<file path="src/rtl/rtc_pkg.sv">
// Shared widths, limits and helpers for the real-time-clock timekeeper.
package rtc_pkg;

    localparam int SEC_W    = 6;
    localparam int MIN_W    = 6;
    localparam int HOUR_W   = 5;
    localparam int SEC_MAX  = 59;
    localparam int MIN_MAX  = 59;
    localparam int HOUR_MAX = 23;

    typedef struct packed {
        logic [HOUR_W-1:0] hh;
        logic [MIN_W-1:0]  mm;
        logic [SEC_W-1:0]  ss;
    } rtc_time_t;

    // Returns {pm, display hour}; midnight and noon both show as 12.
    function automatic logic [HOUR_W:0] to_12h(input logic [HOUR_W-1:0] hh);
        logic              is_pm;
        logic [HOUR_W-1:0] disp;
        is_pm = (hh >= HOUR_W'(12));
        if (hh == '0) begin
            disp = HOUR_W'(12);
        end else if (hh > HOUR_W'(12)) begin
            disp = hh - HOUR_W'(12);
        end else begin
            disp = hh;
        end
        return {is_pm, disp};
    endfunction

endpackage

</file>
<file path="src/rtl/rtc_wrap_counter.sv">
// Modulo-(MAX+1) counter whose wrap output is combinational so carries ripple within one cycle.
module rtc_wrap_counter
    import rtc_pkg::*;
#(
    parameter int W   = 6,
    parameter int MAX = 59
) (
    input  logic         clock,
    input  logic         reset,
    input  logic         inc,
    output logic [W-1:0] count,
    output logic         wrap
);

    assign wrap = inc & (count == W'(MAX));

    always_ff @(posedge clock or posedge reset) begin
        if (reset) begin
            count <= '0;
        end else if (inc) begin
            count <= wrap ? '0 : count + W'(1);
        end
    end

endmodule

</file>
<file path="src/rtl/rtc_timekeeper.sv">
// Time-of-day core: prescaler, cascaded sec/min/hour counters, set mode, 12/24 h display,
// day rollover pulse and sticky hh:mm alarm.
module rtc_timekeeper
    import rtc_pkg::*;
#(
    parameter int TICKS_PER_SEC = 50_000_000,
    parameter int TICK_W        = $clog2(TICKS_PER_SEC)
) (
    input  logic              clock,
    input  logic              reset,
    input  logic              set_en,
    input  logic              inc_sec,
    input  logic              inc_min,
    input  logic              inc_hour,
    input  logic              mode_12h,
    input  logic              alarm_en,
    input  logic [HOUR_W-1:0] alarm_hh,
    input  logic [MIN_W-1:0]  alarm_mm,
    input  logic              alarm_clr,
    output logic [TICK_W-1:0] tick,
    output logic [SEC_W-1:0]  seconds,
    output logic [MIN_W-1:0]  minutes,
    output logic [HOUR_W-1:0] hours,
    output logic [HOUR_W-1:0] hour_disp,
    output logic              pm,
    output logic              day_pulse,
    output logic              alarm
);

    localparam logic [TICK_W-1:0] TICK_LAST = TICK_W'(TICKS_PER_SEC - 1);

    logic            sec_step;
    logic            prev_sec, prev_min, prev_hour;
    logic            sec_edge, min_edge, hour_edge;
    logic            sec_inc, min_inc, hour_inc;
    logic            sec_wrap, min_wrap, hour_wrap;
    logic            alarm_hit;
    logic [HOUR_W:0] h12;
    rtc_time_t       next_time;

    assign sec_step = ~set_en & (tick == TICK_LAST);

    // Prescaler is held at zero in set mode so the first second after exit is a full one.
    always_ff @(posedge clock or posedge reset) begin
        if (reset) begin
            tick <= '0;
        end else if (set_en || sec_step) begin
            tick <= '0;
        end else begin
            tick <= tick + TICK_W'(1);
        end
    end

    always_ff @(posedge clock or posedge reset) begin
        if (reset) begin
            prev_sec  <= 1'b0;
            prev_min  <= 1'b0;
            prev_hour <= 1'b0;
        end else begin
            prev_sec  <= inc_sec;
            prev_min  <= inc_min;
            prev_hour <= inc_hour;
        end
    end

    assign sec_edge  = inc_sec  & ~prev_sec;
    assign min_edge  = inc_min  & ~prev_min;
    assign hour_edge = inc_hour & ~prev_hour;

    // Set mode edits one field at a time with no carry; run mode chains the wraps.
    assign sec_inc  = set_en ? sec_edge  : sec_step;
    assign min_inc  = set_en ? min_edge  : sec_wrap;
    assign hour_inc = set_en ? hour_edge : min_wrap;

    rtc_wrap_counter #(.W(SEC_W), .MAX(SEC_MAX)) u_sec (
        .clock (clock),
        .reset (reset),
        .inc   (sec_inc),
        .count (seconds),
        .wrap  (sec_wrap)
    );

    rtc_wrap_counter #(.W(MIN_W), .MAX(MIN_MAX)) u_min (
        .clock (clock),
        .reset (reset),
        .inc   (min_inc),
        .count (minutes),
        .wrap  (min_wrap)
    );

    rtc_wrap_counter #(.W(HOUR_W), .MAX(HOUR_MAX)) u_hour (
        .clock (clock),
        .reset (reset),
        .inc   (hour_inc),
        .count (hours),
        .wrap  (hour_wrap)
    );

    always_ff @(posedge clock or posedge reset) begin
        if (reset) begin
            day_pulse <= 1'b0;
        end else begin
            day_pulse <= ~set_en & hour_wrap;
        end
    end

    // Time the chain will hold after this run-mode step; only meaningful when sec_step is high.
    always_comb begin
        next_time.ss = sec_wrap ? '0 : seconds + SEC_W'(1);
        next_time.mm = min_wrap ? '0 : (sec_wrap ? minutes + MIN_W'(1) : minutes);
        next_time.hh = hour_wrap ? '0 : (min_wrap ? hours + HOUR_W'(1) : hours);
    end

    assign alarm_hit = sec_step & alarm_en
                     & (next_time.hh == alarm_hh)
                     & (next_time.mm == alarm_mm)
                     & (next_time.ss == '0);

    always_ff @(posedge clock or posedge reset) begin
        if (reset) begin
            alarm <= 1'b0;
        end else if (alarm_hit) begin
            alarm <= 1'b1;
        end else if (alarm_clr) begin
            alarm <= 1'b0;
        end
    end

    always_comb begin
        h12       = to_12h(hours);
        pm        = h12[HOUR_W];
        hour_disp = mode_12h ? h12[HOUR_W-1:0] : hours;
    end

endmodule

</file>
<file path="config.mk">
export PLATFORM = sky130hd
export DESIGN_NAME = rtc_timekeeper
export DESIGN_NICKNAME = d
export VERILOG_FILES = /design/src/rtl/rtc_pkg.sv /design/src/rtl/rtc_wrap_counter.sv /design/src/rtl/rtc_timekeeper.sv
export SDC_FILE = /design/constraint.sdc
export NUM_CORES = 1
export LEC_CHECK = 0
export ABC_AREA = 1
export CAP_MARGIN = 20
export CORE_ASPECT_RATIO = 2
export CORE_MARGIN = 2
export CORE_UTILIZATION = 33
export CTS_BUF_LIST = sky130_fd_sc_hd__clkbuf_8
export DETAILED_ROUTE_END_ITERATION = 16
export PLACE_DENSITY = 0.53
export SKIP_LAST_GASP = 1
export SLEW_MARGIN = 20
export SYNTH_ARGS = -nofsm -noshare
export SYNTH_HDL_FRONTEND = slang
export SYNTH_SLANG_ARGS = --single-unit
</file>
<file path="constraint.sdc">
create_clock -name clock -period 2.1 [get_ports clock]
set_input_delay 0.315 -clock clock [delete_from_list [all_inputs] [get_ports clock]]
set_output_delay 0.315 -clock clock [all_outputs]
set_load 0.01 [all_outputs]
</file>
==> flow_summary.json <==
{
  "run_status": "complete, but fails checks",
  "violations": "setup timing",
  "worstPathArrival_ns": 2.46,
  "drt-total-wl_um": 9880,
  "yosysMostFrequentCell": "nand2_1",
  "syn2layout_area_growth_pct": 59.9,
  "worst_r2r_endpoint": "tick[24]",
  "via_count": 3471,
  "hold_viol_final": 0,
  "cts.clk_slew.worst_paths_ns": 0.09,
  "synth_cells": 445,
  "grt_usage_pct": 19.1,
  "coreArea_mm2": 0.00938,
  "placed_cell_area_mm2": 0.00456,
  "antenna_found_initial": 0,
  "drtIter0Drc": 119,
  "ys_dominant_reg_cell": "dfrtp_1",
  "first_pass_iters": 4,
  "ctsRootBufferMaster": "clkbuf_8",
  "cts_tree": "yes",
  "post-route-drc-count": 0,
  "total_leakage_power_uw": 0.00247,
  "grt_pass1_wl_um": 15600,
  "fp-row-count": 50,
  "critical_path_class": "flop to flop",
  "hp-class": "input port to asynchronous set/reset pin",
  "ys_top_cells_by_area": "dfrtp_1, nand2_1, inv_1, nand3_1, nor2_1",
  "reg2reg_from": "tick[0]",
  "power.density_mw_per_mm2": 795,
  "die-area_mm2": 0.0105,
  "ios": 71,
  "avgRoutedWirePerCell_um": 13.9,
  "max_slew_margin_pct": 72.4,
  "gp_congestion": 0.853,
  "synth.distinct_cells": 37,
  "async_flop_share_pct": 100,
  "syn_area_per_cell_um2": 7.18,
  "cap_violations": 0,
  "ant_nets": 0,
  "setup_slack_ns": -0.124,
  "clkLatencyLatePin_ns": 0.31,
  "drive_above_1_share_pct": 30.0,
  "cts_buffer_depth": 2,
  "dp.cells": 686,
  "reg2regPathDepth": 15,
  "grt_pass1_vias": 3344,
  "post-dp-hpwl_um": 7400,
  "fillers": 936,
  "yosysTopAreaCell": "dfrtp_1",
  "syn-cell-area_mm2": 0.00319,
  "power_uw": 4060,
  "post-place-ws_ns": -0.250,
  "yosysTopAreaCellShare_pct": 37.6,
  "hold-worst-slack_ns": 0.349,
  "cts_buffers": 5,
  "ir_drop_mv": 0.410,
  "ys_top_cells_by_count": "nand2_1, inv_1, dfrtp_1",
  "fp.dieH_um": 143,
  "via_per_inst": 4.88,
  "r2r_setup_slack_ns": -0.12,
  "rsz0062_at_grt": "yes",
  "cp-end-kind": "flop",
  "synth_edf_count": 0,
  "io_buffers": 70,
  "grt_max_degree": 49,
  "cts_sinks": 48,
  "htree_levels": 2,
  "grt_overflow": 0,
  "cp.required_ns": 2.34,
  "synth-seq-area-share_pct": 37.6,
  "worstSetupStartpointType": "flop",
  "nNetsFinal": 634,
  "fin_crit_sh_pct": 106,
  "stdcell_area_mm2": 0.00511,
  "worstPathMaxFanout": 3,
  "max_freq_mhz": 450,
  "period_minus_slack_ns": 2.22,
  "die_w_um": 73.6,
  "skew_ns": 0.00573,
  "stdcell_count": 711,
  "yosys_warnings": 0,
  "drv_slew": 0,
  "start_util_pct": 34.0,
  "synth_fp_nets": 473,
  "setup_viol": 6,
  "ys_seq_elements": 48,
  "worst_pin_slew_ns": 0.412,
  "n_antenna_cell": 0,
  "cts_hold_buffers": 0
}
## placed cells by master, fill, tap and decap left out, drive strengths merged
cell           netlist  routed
nand4                5       5
o211ai               1       1
nor2                51      51
nand3               44      44
a31oi                1       1
o32ai                1       1
o21a                 2       2
o21ai               35      35
o31ai                1       1
ha                   8       8
nand3b               4       4
a22oi                2       2
dfrtp               48      48
xor2                10      10
buf                  4      95
nor3                15      15
clkdlybuf4s50        0      64
and3                 1       1
clkdlybuf4s15        0       1
nor4                 2       2
bufinv               0       1
clkbuf               7      10
a21o                 1       1
nand2               99     101
a211oi               3       3
xnor2                1       1
nor3b                1       1
inv                 75      75
a21oi               23      23
## state kept, by name, summed over array words and instances, names as in the netlist
signal	count
alarm	1
day_pulse	1
prev_hour	1
prev_min	1
prev_sec	1
tick	26
u_hour.count	5
u_min.count	6
u_sec.count	6
## power breakdown
part           internal, uW  leakage [uW]  switching, uW  total [uW]
registers              1060      0.000619            132        1200
logic                  1020       0.00178           1090        2110
clock network           421     0.0000645            329         750
total                  2510       0.00247           1550        4060
## metrics by stage
step | setup TNS [ns] | utilization, %
3_3_place_gp | -0.503 | 48.6
4_1_cts | -0.320 | 51.6
5_1_grt | -2.49 | 54.4
2_1_floorplan | 0 | -
3_5_place_dp | -0.778 | 48.6
6_report | -0.462 | 54.4
## area by class of cell
| type | count | area, um2 | area share, % |
|---|---|---|---|
| Inverter | 75 | 282 | 5.51 |
| Tap cell | 104 | 130 | 2.55 |
| Clock inverter | 1 | 30.0 | 0.588 |
| Clock buffer | 7 | 96.3 | 1.89 |
| Sequential cell | 48 | 1200 | 23.5 |
| Multi-Input combinational cell | 313 | 1950 | 38.3 |
| Timing Repair Buffer | 163 | 1410 | 27.7 |
## worst max-delay path, cell delays in order (launching register included)
cell     delay [ns]
dfrtp_1        0.39
ha_2           0.20
nand2_2        0.05
inv_2          0.07
nand2_4        0.06
nor2_2         0.11
nand2_2        0.09
nor2_4         0.10
nand2_2        0.08
nor4_4         0.28
nand2_2        0.17
nor2_4         0.12
nand2_2        0.09
nor3_2         0.14
o21ai_0        0.09
a21oi_1        0.12
## cells by family (layout without fill, tap and decap cells)
family	Yosys count	count (layout)	share of synthesized area [%]
AO/OA/AOI/OAI	70	70	12.1
XOR/XNOR	11	11	3.02
adder cells (fa/ha/maj)	8	8	3.13
buffers and inverters	86	246	10.8
flip-flops	48	48	37.6
AND/OR/NAND/NOR	222	224	33.3
## per-layer routing
layer	GRT usage, %	up-vias	wire length, um
met3	2.33	11	303
met1	20.0	1637	3530
li1	-	1750	-
met2	37.8	73	5900
met5	0	-	0
met4	5.26	0	155
## what timing repair did
item	in CTS	in global routing
cloned	2	0
hold endpoints to repair	0	0
buffers inserted	4	11
pin swaps	14	40
gates resized for setup	33	63
endpoints found under the setup margin	13	24
## worst max path at each step
stage               slack (ns)    start  endpoint  depth (start not counted)
finish                   -0.12  tick[0]  tick[24]                         15
global route             -0.29  tick[0]  tick[24]                         15
CTS                      -0.13  tick[0]     alarm                         18
detailed placement       -0.25  tick[0]     alarm                         16
global placement         -0.21  tick[0]     alarm                         16
floorplan                 0.02  tick[0]  tick[24]                         15
Note: power is estimated with default switching activity, not from simulation.
